File: config.mk
export PLATFORM = sky130hd
export DESIGN_NAME = inst_sequencer
export DESIGN_NICKNAME = d
export VERILOG_FILES = /design/src/rtl/seq_pkg.sv /design/src/rtl/seq_pc.sv /design/src/rtl/inst_sequencer.sv
export SDC_FILE = /design/constraint.sdc
export NUM_CORES = 1
export LEC_CHECK = 0
export BUFFER_PORTS_ARGS = -buffer_cell sky130_fd_sc_hd__buf_2
export CELL_PAD_IN_SITES_DETAIL_PLACEMENT = 1
export CELL_PAD_IN_SITES_GLOBAL_PLACEMENT = 1
export CORE_ASPECT_RATIO = 0.8
export CORE_MARGIN = 2
export CORE_UTILIZATION = 38
export DETAILED_ROUTE_END_ITERATION = 7
export GPL_TIMING_DRIVEN = 0
export HOLD_SLACK_MARGIN = 0.12
export PLACE_DENSITY_LB_ADDON = 0.1
export SETUP_SLACK_MARGIN = 0.4
export SKIP_LAST_GASP = 1
export SLEW_MARGIN = 20
export SYNTH_ARGS = -nofsm -noshare
export SYNTH_HDL_FRONTEND = slang
export SYNTH_SLANG_ARGS = --single-unit
File: constraint.sdc
create_clock -name clk -period 2.6 [get_ports clk]
set_input_delay 0.26 -clock clk [delete_from_list [all_inputs] [get_ports clk]]
set_output_delay 0.26 -clock clk [all_outputs]
set_load 0.005 [all_outputs]
File: src/rtl/seq_pkg.sv
// Shared definitions for the instruction sequencer.
//   state_e  : sequencer phase encoding (3 bits)
//   OP_*     : opcodes the sequencer itself reacts to
//   OPC_W    : width of the opcode field at the top of the instruction word
package seq_pkg;

  typedef enum logic [2:0] {
    S_IDLE   = 3'd0,
    S_FETCH  = 3'd1,
    S_WAIT   = 3'd2,
    S_DECODE = 3'd3,
    S_EXEC   = 3'd4,
    S_WB     = 3'd5,
    S_PAUSE  = 3'd6,
    S_DONE   = 3'd7
  } state_e;

  localparam logic [3:0] OP_NOP  = 4'd0;
  localparam logic [3:0] OP_READ = 4'd2;

  // Opcode occupies ir[INST_W-1 -: OPC_W].
  localparam int OPC_W = 4;

endpackage

File: src/rtl/seq_pc.sv
// Program counter for the sequencer.
//   clk_i, rst_ni : clock, asynchronous active-low reset
//   clr_i         : load 0 (start of a run; wins over inc_i)
//   inc_i         : advance by one (write-back of an instruction)
//   prog_len_i    : run length, one bit wider than pc so 2^ADDR_W fits
//   pc_o          : current program counter
//   last_o        : pc is the final instruction of the run
module seq_pc #(
  parameter int ADDR_W = 8
) (
  input  logic              clk_i,
  input  logic              rst_ni,
  input  logic              clr_i,
  input  logic              inc_i,
  input  logic [ADDR_W:0]   prog_len_i,
  output logic [ADDR_W-1:0] pc_o,
  output logic              last_o
);

  logic [ADDR_W-1:0] pc_q, pc_d;
  logic [ADDR_W:0]   pc_next_ext;

  always_comb begin
    pc_d = pc_q;
    if (clr_i)      pc_d = '0;
    else if (inc_i) pc_d = pc_q + ADDR_W'(1);
  end

  always_ff @(posedge clk_i or negedge rst_ni) begin
    if (!rst_ni) pc_q <= '0;
    else         pc_q <= pc_d;
  end

  // Compare in ADDR_W+1 bits so a full-memory run terminates even though
  // pc itself wraps to 0 on that final increment.
  assign pc_next_ext = {1'b0, pc_q} + (ADDR_W + 1)'(1);
  assign last_o      = (pc_next_ext == prog_len_i);
  assign pc_o        = pc_q;

endmodule

File: src/rtl/inst_sequencer.sv
// Multi-cycle instruction sequencer: fetch -> wait -> decode -> exec -> wb.
//   clk, rst_n       : clock, asynchronous active-low reset
//   start, abort     : run request (IDLE only) / return to IDLE at once
//   step_mode, step  : pause after each write-back, advance from pause
//   prog_len         : instructions to run (0 .. 2^ADDR_W)
//   imem_addr/rd     : program-memory address and read strobe
//   imem_data        : instruction, valid the cycle after imem_rd
//   ir               : latched instruction for decoder/datapath
//   dec_reg_write    : decoder's register-write flag for ir
//   rf_rd_en, alu_en : read and execute phase enables
//   rf_we, out_valid : write-back strobe, read-instruction result valid
//   pc, busy, done   : program counter, non-idle flag, completion pulse
module inst_sequencer
  import seq_pkg::*;
#(
  parameter int ADDR_W = 8,
  parameter int INST_W = 16
) (
  input  logic              clk,
  input  logic              rst_n,
  input  logic              start,
  input  logic              abort,
  input  logic              step_mode,
  input  logic              step,
  input  logic [ADDR_W:0]   prog_len,
  output logic [ADDR_W-1:0] imem_addr,
  output logic              imem_rd,
  input  logic [INST_W-1:0] imem_data,
  output logic [INST_W-1:0] ir,
  input  logic              dec_reg_write,
  output logic              rf_rd_en,
  output logic              alu_en,
  output logic              rf_we,
  output logic              out_valid,
  output logic [ADDR_W-1:0] pc,
  output logic              busy,
  output logic              done
);

  state_e            state_q, state_d;
  logic [INST_W-1:0] ir_q;
  logic [OPC_W-1:0]  opcode;
  logic              pc_clr, pc_inc, pc_last;
  logic [ADDR_W-1:0] pc_w;

  seq_pc #(.ADDR_W(ADDR_W)) u_pc (
    .clk_i      (clk),
    .rst_ni     (rst_n),
    .clr_i      (pc_clr),
    .inc_i      (pc_inc),
    .prog_len_i (prog_len),
    .pc_o       (pc_w),
    .last_o     (pc_last)
  );

  always_comb begin
    state_d = state_q;
    pc_clr  = 1'b0;
    pc_inc  = 1'b0;
    case (state_q)
      S_IDLE: begin
        if (start && !abort) begin
          if (prog_len == '0) begin
            state_d = S_DONE;
          end else begin
            state_d = S_FETCH;
            pc_clr  = 1'b1;
          end
        end
      end
      S_FETCH:  state_d = S_WAIT;
      S_WAIT:   state_d = S_DECODE;
      S_DECODE: state_d = S_EXEC;
      S_EXEC:   state_d = S_WB;
      S_WB: begin
        pc_inc = 1'b1;
        if (pc_last)        state_d = S_DONE;
        else if (step_mode) state_d = S_PAUSE;
        else                state_d = S_FETCH;
      end
      // Dropping step_mode while paused releases the pause like a step.
      S_PAUSE:  if (step || !step_mode) state_d = S_FETCH;
      S_DONE:   state_d = S_IDLE;
      default:  state_d = S_IDLE;
    endcase
    // Abort overrides every transition, including the pc advance in WB.
    if (abort && (state_q != S_IDLE)) begin
      state_d = S_IDLE;
      pc_inc  = 1'b0;
    end
  end

  always_ff @(posedge clk or negedge rst_n) begin
    if (!rst_n) state_q <= S_IDLE;
    else        state_q <= state_d;
  end

  // Memory is registered, so the word addressed in FETCH arrives in WAIT.
  always_ff @(posedge clk or negedge rst_n) begin
    if (!rst_n)                 ir_q <= '0;
    else if (state_q == S_WAIT) ir_q <= imem_data;
  end

  assign opcode    = ir_q[INST_W-1 -: OPC_W];
  assign ir        = ir_q;
  assign pc        = pc_w;
  assign imem_addr = pc_w;
  assign imem_rd   = (state_q == S_FETCH);
  assign rf_rd_en  = (state_q == S_DECODE);
  assign alu_en    = (state_q == S_EXEC);
  // An aborting write-back cycle must not commit anything.
  assign rf_we     = (state_q == S_WB) && dec_reg_write && !abort;
  assign out_valid = (state_q == S_WB) && (opcode == OP_READ) && !abort;
  assign busy      = (state_q != S_IDLE);
  assign done      = (state_q == S_DONE);

endmodule

# Yosys cells after proc, flatten, opt, wreduce, memory -nomap -nowiden
# Index checks and enable logic that the tools add are counted.
# classes
n_reduce_logical	14
n_mux	14
add_sub_neg	2
eq_ne	11
# ops
operator	count
one-hot mux 3 bit (8 select lines)	1
2-to-1 mux 3 bit	6
2-to-1 mux 8 bit	2
equality test 3 bit, second input constant	4
adder 8 x 1 -> 9 bit, second input constant	1
equality test 9 bit	1
zero test 9 bit	1
adder 8 x 1 -> 8 bit, second input constant	1
equality test 3 x 2 -> 1 bit, second input constant	2
logical AND 1 bit	6
!= test 3 bit, second input constant	2
2-to-1 mux 1 bit	5
equality test 4 x 2 -> 1 bit, second input constant	1
equality test 3 x 1 -> 1 bit, second input constant	1
zero test 3 bit	1
nonzero test 3 bit	1
zero test 1 bit	2
AND reduction 2 bit	1
nonzero test 2 bit	1
logical OR 1 bit	1
# word_totals
reg_bits	27
output_inout_bits	39
inputBits	32
wordCells	44

# Logic depth before layout (Yosys ltp)
# Gate-level depths: netlist of the first run.
# logic_depth
ltp_word	5
depth_mapped	6
depth_no_buf	6

# Cells and area by module
# From an unflattened synthesis of the first run, not the netlist that was laid out.
# unflattened
cells_unflattened	160
hier_area_um2	1704.1
# by_module_without_submodules
mod	area_per_inst_um2	seq_area_each_um2	cells_each	instances
inst_sequencer	983.4	475.5	79	1
seq_pc	720.7	200.2	81	1

# Worst setup path before layout of the first run
# Ideal clock, no wire load.
# synth_timing
path_type	register to register
startpoint	register u_pc.pc_q[0] (netlist: u_pc.pc_o[0])
endpoint	register state_q[1]
arrival_ps	1638
required_time_ps	2470
setup_slack_ps	832
n_path_buf	0
path_stages_with_launch	7
setup_time_ps	130
synth_period_minus_slack_ps	1768
cell_sequence	dfrtp_1 > ha_1 > and3_2 > a311oi_1 > nor4_4 > o2111ai_2 > a31oi_1
# synth_via
elab_chain_cells	5
# synth_rtl
element	line_no	source
start, declared	seq_pc.sv:20	logic [ADDR_W-1:0] pc_q, pc_d;
start signal, assigned	seq_pc.sv:31	else pc_q <= pc_d;
adder 8 x 1 -> 9 bit	seq_pc.sv:36	assign pc_next_ext = {1'b0, pc_q} + (ADDR_W + 1)'(1);
equality test 9 bit	seq_pc.sv:37	assign last_o = (pc_next_ext == prog_len_i);
2-to-1 mux 3 bit	inst_sequencer.sv:77	if (pc_last) state_d = S_DONE;
one-hot mux 3 bit (8 select lines)	inst_sequencer.sv:60	case (state_q)
2-to-1 mux 3 bit	inst_sequencer.sv:87	if (abort && (state_q != S_IDLE)) begin
end signal, assigned	inst_sequencer.sv:95	else state_q <= state_d;
end, declared	inst_sequencer.sv:40	state_e state_q, state_d;
# Every way passes these cells.
# A chain may end at the register's enable or synchronous reset.

# Worst setup path in the final report of the first run
# Ends and elaborated chain as after synthesis.

==> flow_summary.toml, run 1 <==
[run_status]
status = "finished, final reports clean"

[power]
comb_power_share_pct = 30.9
p_int_uw = 883
switching_share_pct = 30.0
p_leak_uw = 0.00105
ir_worst_vdd_mv = 0.412
power_frac_clock_pct = 20.1
p_seq_share_pct = 49.0
fin_total_pwr_uw = 1260
powerDensity_mw_per_mm2 = 586
power_switching_uw = 379

[timing]
tns_ns = 0
rsz0062_at_grt = "false"
fin_crit_sh_pct = 79.0
drv_slew = 0
worstMarginPinSlew_ns = 0.648
setup_viol = 0
finalHoldViolations = 0
relSlewSlack_pct = 56.8
fmax_ghz = 0.487
period_needed_ns = 2.05
fin_skew_ns = 0.00342
whs_ns = 0.206

[clock_network]
cts_root_buf = "clkbuf_8"
clock_path_buffers = 2
cts_tree = "yes"
clock_latency_ns = 0.28
cts.clk_slew.worst_paths_ns = 0.10
cts.sinks = 27
cts_inserted_buffers = 3
post_cts_buffers = 0
cts_htree_levels = 1

[global_route]
grt_pass1_wl_mm = 7.88
grt_pass1_vias = 1639
grt_usage_pct = 20.0
antenna_found_initial = 0
grt_overflow = 0
grt_start_max_net_pins = 28

[critical_path]
crit_path_end_kind = "flip-flop"
arrival_ns = 2.26
cp-start-kind = "flip-flop"
path_max_fanout = 7
worstSetupPathType = "reg -> reg"
cp.required_ns = 2.80
r2r_setup_slack_ns = 0.55

[synthesis]
yosysWarnings = 0
synth_flop_cell = "dfrtp_1"
ys_ff_latch = 27
syn_area_sq_mm = 0.00166
synth-async-reset-ratio_pct = 100
avgSynthCellArea_sq_um = 10.3
synth_nets = 195
ys_types = 45
synthCells = 162
ys_seq_area_share_pct = 40.6
synth-edff-count = 0

[cells_and_area]
synthToLayoutAreaGrowth_pct = 29.4
layout_common_cells = "buf_2, dfrtp_1, nor2_1, mux2_2, buf_4"
layout_commonest_cell = "buf_2"
drive_gt1_share_pct = 48.9
nFillCells = 513
n_antenna_cell = 0
nets = 271

[floorplan]
dieArea_sq_mm = 0.00493
pin_count = 71
core_area_sq_mm = 0.00420
die_w_microns = 78.0
rows = 21
dieHeight_microns = 63.2
start_util_pct = 39.6

[drt]
final_antenna_net_count = 0
vias_per_cell = 5.15
vias = 1514
wl_per_cell_microns = 16.3
drc = 0
routed_wl_mm = 4.80
drt_iter0_drc = 70
dr.pass1.iters = 4

[worst_hold_path]
hp-class = "in -> reg"

[placement]
place_congestion = 0.847
dpl.hpwl_mm = 3.76
port_buffers = 70

[run]
maxCapViolCount = 0
==> sequential cells by signal, summed over array words and instances, names as in the netlist <==
signal and cells:
ir 16, u_pc.pc_o 8, state_q 3
==> cells in the mapped netlist, types with 2 or more instances <==
library cell   n  share of area [%]
nand2_1        8                1.8
xnor2_1        9                4.7
nand2b_1       3                1.1
dfrtp_1       27                 41
nand3_1        3               0.90
nor2b_1        3                1.1
buf_4         11                5.0
buf_6          2                1.4
mux2_2        16                 11
and3_2         2               0.90
or3_1          3                1.1
o21ai_0        3               0.90
a31oi_1        4                1.5
a21oi_1        6                1.8
nor3_1         2               0.60
o31ai_1        2               0.90
inv_1          3               0.68
xor2_1         4                2.1
nor2_1        16                3.6
nor3b_1        3                1.4
and3_1         2               0.75
nor4_1         6                2.3
a311oi_1       2                1.1
==> area by class of cell <==
cell class | count | area (sq um) | share of cell area (%)
sequential | 27 | 676 | 31.4
timing repair buffer | 71 | 360 | 16.7
clock buffer | 3 | 41.3 | 1.92
tap | 57 | 71.3 | 3.31
multi-input combinational | 117 | 872 | 40.5
inverter | 3 | 11.3 | 0.523
clock inverter | 1 | 7.51 | 0.349
buffer | 15 | 114 | 5.29
==> worst paths after layout <==
path	from	endpoint	cells after the start
max	u_pc.pc_o[0]$_DFFE_PN0P_	state_q[1]$_DFFE_PN0P_	6
min	imem_data[5]	ir[5]$_DFFE_PN0P_	2
max reg2reg	u_pc.pc_o[0]$_DFFE_PN0P_	state_q[1]$_DFFE_PN0P_	6
min reg2reg	ir[8]$_DFFE_PN0P_	ir[8]$_DFFE_PN0P_	1
max in group asynchronous	rst_n	ir[12]$_DFFE_PN0P_	2
min in group asynchronous	rst_n	u_pc.pc_o[7]$_DFFE_PN0P_	2
==> cell families after synthesis <==
| family | share of synthesized area, % |
|---|---|
| xor gates and xnor gates | 6.84 |
| adders and majority gates | 0.752 |
| DFF | 40.6 |
| and+or+nand+nor | 23.6 |
| muxes | 10.8 |
| buffers and inverters | 7.52 |
| AOI/OAI and AO/OA | 9.85 |
==> critical path, stage by stage (launching register included) <==
cell	delay [ns]
dfrtp_1	0.55
ha_1	0.32
nand3_1	0.28
nor4_1	0.30
or3_1	0.16
o2111ai_2	0.17
a31oi_1	0.20
==> metrics by stage <==
stage | cells | setup slack [ns] | cell area [sq um] | util (%)
detailed placement | 289 | 0.559 | 2090 | 49.6
floorplan | 162 | 0.832 | 1660 | -
global route | 294 | 0.402 | 2150 | 51.2
global placement | 289 | 0.638 | 2090 | 49.6
finish | 294 | 0.547 | 2150 | 51.2
CTS | 294 | 0.485 | 2140 | 51.0
==> timing repair <==
action	4_1_cts	5_1_grt
resized for setup	0	2
hold endpoints to repair	27	0
hold buffers	1	0
endpoints found under the setup margin	0	2
==> power groups by stage <==
stage               clock network, uW  logic (uW)  registers [uW]
floorplan                           0         173             635
global placement                    0         378             618
detailed placement                  0         397             626
CTS                               265         398             620
global route                      274         432             638
finish                            254         390             619
==> per-layer routing <==
metal / track usage (%) / share of wire (%) / up-vias
met3: 3.58 / 4.9 / 4
met2: 36.0 / 49 / 43
met1: 25.3 / 45 / 739
met4: 3.95 / 0.69 / 0
met5: 0 / 0 / -
li1: - / - / 728
Power figures use the tool's default switching activity.
==> run 2: changes to the inputs <==
--- a/config.mk
+++ b/config.mk
@@ -5,12 +5,13 @@
 export SDC_FILE = /design/constraint.sdc
 export NUM_CORES = 1
 export LEC_CHECK = 0
+export ABC_AREA = 1
 export BUFFER_PORTS_ARGS = -buffer_cell sky130_fd_sc_hd__buf_2
 export CELL_PAD_IN_SITES_DETAIL_PLACEMENT = 1
 export CELL_PAD_IN_SITES_GLOBAL_PLACEMENT = 1
 export CORE_ASPECT_RATIO = 0.8
 export CORE_MARGIN = 2
-export CORE_UTILIZATION = 38
+export CORE_UTILIZATION = 33
 export DETAILED_ROUTE_END_ITERATION = 7
 export GPL_TIMING_DRIVEN = 0
 export HOLD_SLACK_MARGIN = 0.12
==> constraint.sdc (replaced) <==
create_clock -name clk -period 1.9 [get_ports clk]
set_input_delay 0.19 -clock clk [delete_from_list [all_inputs] [get_ports clk]]
set_output_delay 0.19 -clock clk [all_outputs]
set_load 0.005 [all_outputs]
==> run 2 against run 1 <==
  * Power grew 87%
  * Critical path depth increased by 8
  * Clock power up 25%
  * Final area rose by 14%
  * Largest cell class unchanged
  * Critical endpoint is now state_q[2]$_DFFE_PN0P_
  * Synthesized cell count increased by 28%
==> flow_summary.toml, run 2 <==
[placement]
placed_area_sq_mm = 0.00207
dpl.hpwl_mm = 3.47
place_congestion = 0.760
port_buffers = 70

[cells_and_area]
nFillCells = 603
layout_commonest_cell = "buf_2"
fin_area_sq_mm = 0.00245
n_antenna_cell = 0
largest_reg_flops = 16
drive_gt1_share_pct = 56.4
multiInputGateArea_sq_um = 870
area.sequential_sq_um = 686
layout_common_cells = "buf_2, nand2_1, buf_4"
synthToLayoutAreaGrowth_pct = 50.5
nets = 341

[power]
comb_power_share_pct = 47.3
power_frac_clock_pct = 13.4
p_leak_uw = 0.00133
p_seq_share_pct = 39.3
power_switching_uw = 844
ir_worst_vdd_mv = 0.832
switching_share_pct = 35.7
powerDensity_mw_per_mm2 = 965
p_int_uw = 1520

[critical_path]
worstSetupPathType = "reg -> reg"
cpMostUsedCell = "nand2_2"
slowest_stage = "dfrtp_2"
crit_path_end_kind = "flip-flop"
cpPeakStageDelay_ns = 0.46
arrival_ns = 1.91
cp_num_buf_inv = 0
cp.required_ns = 2.10
path_max_fanout = 5
critPathTopFamily = "simple AND/OR/NAND/NOR gates"
crit_chain = "ha_4, nand2_2, nand2_2, nand2_2, nand2_2, nor2_2, nand3_2, nor2_4, nand2_2, nand2_2, nand2_1, nand2_1, nand2_1, nand2_1"
cp-start-kind = "flip-flop"

[floorplan]
dieArea_sq_mm = 0.00551
start_util_pct = 34.9
core_area_sq_mm = 0.00465
pin_count = 71
die_w_microns = 82.5
rows = 22
dieHeight_microns = 66.8

[clock_network]
cts_root_buf = "clkbuf_8"
clock_path_buffers = 2
clock_latency_ns = 0.26
cts_htree_levels = 1
cts_tree = "yes"
cts_inserted_buffers = 3
cts.sinks = 27
cts.clk_slew.worst_paths_ns = 0.09

[timing]
period_needed_ns = 1.70
setup_viol = 0
worstMarginPinSlew_ns = 0.793
tns_ns = 0
drv_slew = 0
fin_crit_sh_pct = 89.7
relSlewSlack_pct = 46.7
finalHoldViolations = 0
fin_skew_ns = 0.000942
fmax_ghz = 0.587
rsz0062_at_grt = "true"

[run]
maxCapViolCount = 0

[drt]
wl_met1_mm = 2.25
dr.pass1.iters = 4
routed_wl_mm = 4.91
wl_per_cell_microns = 13.4
drt_iter0_drc = 57
drc = 0
wl_met3_microns = 301
routed-wl-met2_mm = 2.34
final_antenna_net_count = 0
vias_per_cell = 4.68
dr.max_layer_used = "met4"
vias = 1716

[synthesis]
synth_area_leaders = "dfrtp_1, nand2_1, mux2_2"
yosysTopAreaCell = "dfrtp_1"
synthCells = 207
synth-edff-count = 0
ys_seq_area_share_pct = 41.6
yosysWarnings = 0
yosysMostFrequentCell = "nand2_1"
avgSynthCellArea_sq_um = 7.85
ys_ff_latch = 27
netlist.area_leader.share_pct = 41.6
syn_area_sq_mm = 0.00163
ys_types = 25
synth_nets = 240
synthTopCellsByCount = "nand2_1, inv_1, dfrtp_1"
synth-async-reset-ratio_pct = 100
synth_flop_cell = "dfrtp_1"

[run_status]
status = "finished, final reports clean"

[global_route]
grt_pass1_vias = 1580
grt_usage_pct = 18.0
grt_overflow = 0
grt_start_max_net_pins = 28
antenna_found_initial = 0
grt_pass1_wl_mm = 7.52

[worst_hold_path]
hp-class = "in -> reg"
## run 2: layout make-up
cell class	instances	area share [%]
Buffer	10	3.38
Clock buffer	3	1.69
Sequential cell	27	28.0
Clock inverter	1	0.205
Multi-Input combinational cell	136	35.5
Tap cell	60	3.07
Timing Repair Buffer	96	22.9
Inverter	34	5.22
## run 2: path summary, 6_finish.rpt
path,startpoint,endpoint,slack [ns],depth (start not counted)
max,u_pc.pc_o[0]$_DFFE_PN0P_,state_q[2]$_DFFE_PN0P_,0.20,14
min,imem_data[10],ir[10]$_DFFE_PN0P_,0.15,2
max reg2reg,u_pc.pc_o[0]$_DFFE_PN0P_,state_q[2]$_DFFE_PN0P_,0.20,14
min reg2reg,ir[5]$_DFFE_PN0P_,ir[5]$_DFFE_PN0P_,0.51,1
max in group asynchronous,rst_n,state_q[0]$_DFFE_PN0P_,1.01,2
min in group asynchronous,rst_n,u_pc.pc_o[2]$_DFFE_PN0P_,0.46,2
## run 2: timing repair
action | in CTS | in global routing
setup buffers | 18 | 7
endpoints found under the setup margin | 22 | 21
hold endpoints to repair | 27 | 0
gates resized for setup | 27 | 18
pin swaps | 9 | 17
hold buffers | 1 | 0
## run 2: cells by family after synthesis
group	synth area share [%]
and+or+nand+nor	29.3
muxes	10.4
adders and majority gates	0.770
xor gates and xnor gates	1.08
DFF	41.6
buffers and inverters	12.3
AOI/OAI and AO/OA	4.54
## run 2: layer usage
layer  vias up  global-route usage [%]
met5         -                       0
met4         0                    1.67
met2        47                    27.9
met3         4                    4.07
met1       819                    26.3
li1        846                       -
## run 2: power by group through the flow
stage | sequential [uW] | clock (uW) | combinational [uW]
final | 927 | 317 | 1120
after global routing | 960 | 355 | 1250
after CTS | 924 | 333 | 1050
after detailed placement | 938 | 0 | 886
after global placement | 931 | 0 | 874
after floorplan | 939 | 0 | 496
## run 2: stage by stage
| stage | instances | setup WS, ns | total power, uW | utilization (%) | hold slack, ns |
|---|---|---|---|---|---|
| finish | 367 | 0.196 | 2360 | 52.6 | 0.147 |
| global route | 367 | 0.0259 | 2560 | 52.6 | 0.137 |
| CTS | 360 | 0.219 | 2310 | 50.2 | 0.140 |
| detailed placement | 337 | 0.0843 | 1820 | 44.6 | 0.239 |
| global placement | 337 | 0.107 | 1810 | 44.6 | 0.250 |
| floorplan | 207 | 0.381 | 1430 | - | -0.106 |
==> run 3: changes to the inputs <==
--- a/config.mk
+++ b/config.mk
@@ -5,13 +5,12 @@
 export SDC_FILE = /design/constraint.sdc
 export NUM_CORES = 1
 export LEC_CHECK = 0
-export ABC_AREA = 1
 export BUFFER_PORTS_ARGS = -buffer_cell sky130_fd_sc_hd__buf_2
 export CELL_PAD_IN_SITES_DETAIL_PLACEMENT = 1
 export CELL_PAD_IN_SITES_GLOBAL_PLACEMENT = 1
 export CORE_ASPECT_RATIO = 0.8
 export CORE_MARGIN = 2
-export CORE_UTILIZATION = 33
+export CORE_UTILIZATION = 35
 export DETAILED_ROUTE_END_ITERATION = 7
 export GPL_TIMING_DRIVEN = 0
 export HOLD_SLACK_MARGIN = 0.12
==> run 3 against run 2 <==
  * First-iteration DRC count up 3.5%
  * Sequential power down 8.2%
  * Sequential cell count unchanged
  * Wire length up 3.5%
  * Critical path depth down 8
  * Fmax down 1.1%
  * Final area up 5.9%
  * Largest power group is now registers
  * Register-to-register slack worse by 0.02 ns
  * Power down 25%
  * Clock power up 3%
  * Clock skew up 0.0045 ns
  * Via count down 6.1%
==> flow_summary.toml, run 3 (synthesis gave the netlist of run 1 again) <==
[placement]
placed_area_sq_mm = 0.00216
post-place-ws_ns = -0.00818
port_buffers = 70
dpl.hpwl_mm = 3.57
place_congestion = 0.760

[clock_network]
clock_path_buffers = 2
cts_tree = "yes"
cts_inserted_buffers = 3
cts.sinks = 27
cts.clk_slew.worst_paths_ns = 0.10
cts_htree_levels = 1
clock_latency_ns = 0.27
cts_root_buf = "clkbuf_8"

[worst_hold_path]
hp-class = "in -> reg"
worstHoldPathCells = 2

[floorplan]
pin_count = 71
start_util_pct = 36.4
dieArea_sq_mm = 0.00533
die_w_microns = 81.1
core_area_sq_mm = 0.00457
rows = 22
dieHeight_microns = 65.7

[critical_path]
reg2reg_depth = 6
cp-start-kind = "flip-flop"
crit_chain = "ha_4, and3_4, a311oi_2, or3_4, o2111ai_4, a31oi_1"
arrival_ns = 1.88
path_max_fanout = 5
slowest_stage = "dfrtp_2"
worstSetupPathType = "reg -> reg"
cpPeakStageDelay_ns = 0.45
crit_path_end_kind = "flip-flop"
cp.required_ns = 2.06

[global_route]
grt_start_max_net_pins = 28
antenna_found_initial = 0
grt_usage_pct = 19.1
grt_overflow = 0
grt_pass1_wl_mm = 7.85
grt_pass1_vias = 1662

[timing]
whs_ns = 0.140
fmax_ghz = 0.581
finalHoldViolations = 0
fin_crit_sh_pct = 90.6
period_needed_ns = 1.72
relSlewSlack_pct = 58.7
rsz0062_at_grt = "true"
worst_slack_ns = 0.178
fin_skew_ns = 0.00545
drv_slew = 0
setup_viol = 0
worstMarginPinSlew_ns = 0.614

[run]
maxCapViolCount = 0

[power]
power_frac_clock_pct = 18.6
power_switching_uw = 520
p_seq_share_pct = 48.2
p_leak_uw = 0.00123
switching_share_pct = 29.5
comb_power_share_pct = 33.2
powerDensity_mw_per_mm2 = 682
p_int_uw = 1250
ir_worst_vdd_mv = 0.533
fin_total_pwr_uw = 1770

[cells_and_area]
drive_gt1_share_pct = 65.5
layout_common_cells = "buf_2, buf_4, dfrtp_1"
largest_reg_flops = 16
fin_area_sq_mm = 0.00259
synthToLayoutAreaGrowth_pct = 55.6
multiInputGateArea_sq_mm = 0.00104
nFillCells = 552
area.sequential_sq_um = 682
layout_commonest_cell = "buf_2"
nets = 298
n_antenna_cell = 0

[run_status]
status = "finished, final reports clean"

[drt]
drt_iter0_drc = 59
wl_per_cell_microns = 15.7
vias = 1612
drc = 0
vias_per_cell = 4.98
final_antenna_net_count = 0
dr.pass1.iters = 4
routed_wl_mm = 5.08
run 3: final timing paths:
kind / to / slack, ns / from
max in group asynchronous: u_pc.pc_o[7]$_DFFE_PN0P_ / 1.02 / rst_n
min: ir[13]$_DFFE_PN0P_ / 0.14 / imem_data[13]
max reg2reg: state_q[1]$_DFFE_PN0P_ / 0.18 / u_pc.pc_o[0]$_DFFE_PN0P_
min in group asynchronous: ir[11]$_DFFE_PN0P_ / 0.45 / rst_n
max: state_q[1]$_DFFE_PN0P_ / 0.18 / u_pc.pc_o[0]$_DFFE_PN0P_
min reg2reg: ir[11]$_DFFE_PN0P_ / 0.51 / ir[11]$_DFFE_PN0P_
run 3: per-layer routing:
| metal | vias to the layer above | track usage, % | wire, microns |
|---|---|---|---|
| li1 | 778 | - | - |
| met1 | 793 | 22.5 | 2060 |
| met2 | 35 | 35.8 | 2770 |
| met3 | 6 | 4.12 | 189 |
| met4 | 0 | 2.97 | 57 |
| met5 | - | 0 | 0 |
run 3: timing repair:
action / in CTS / in global routing
buffers inserted: 17 / 10
hold buffers: 1 / 0
pin swaps: 5 / 10
gates resized for setup: 21 / 18
endpoints found under the hold margin: 27 / 0
setup endpoints to repair: 25 / 25
run 3: worst max-delay path, delay by kind of cell (launching register included):
family / cells / cell delay, ns
simple gates: 2 / 0.63
fa+ha+maj: 1 / 0.19
compound gates: 3 / 0.34
flops: 1 / 0.45
run 3: through the flow:
step,setup TNS (ns),std cells,util (%)
after floorplan,0,162,-
after global placement,0,292,47.2
after detailed placement,-0.00818,292,47.2
after CTS,0,314,53.3
after global routing,0,324,56.7
final,0,324,56.7
run 3: final cells by class:
class / count / share of cell area (%)
Clock inverter: 1 / 0.193
Timing Repair Buffer: 98 / 22.9
Buffer: 15 / 5.31
Sequential cell: 27 / 26.3
Clock buffer: 3 / 1.59
Inverter: 3 / 0.435
Multi-Input combinational cell: 117 / 40.3
Tap cell: 60 / 2.90
run 3: power groups by stage:
stage,registers (uW),clock network [uW],logic (uW)
after detailed placement,860,0,541
after global placement,846,0,517
final,851,328,586
after floorplan,870,0,242
after CTS,849,344,586
after global routing,878,363,637
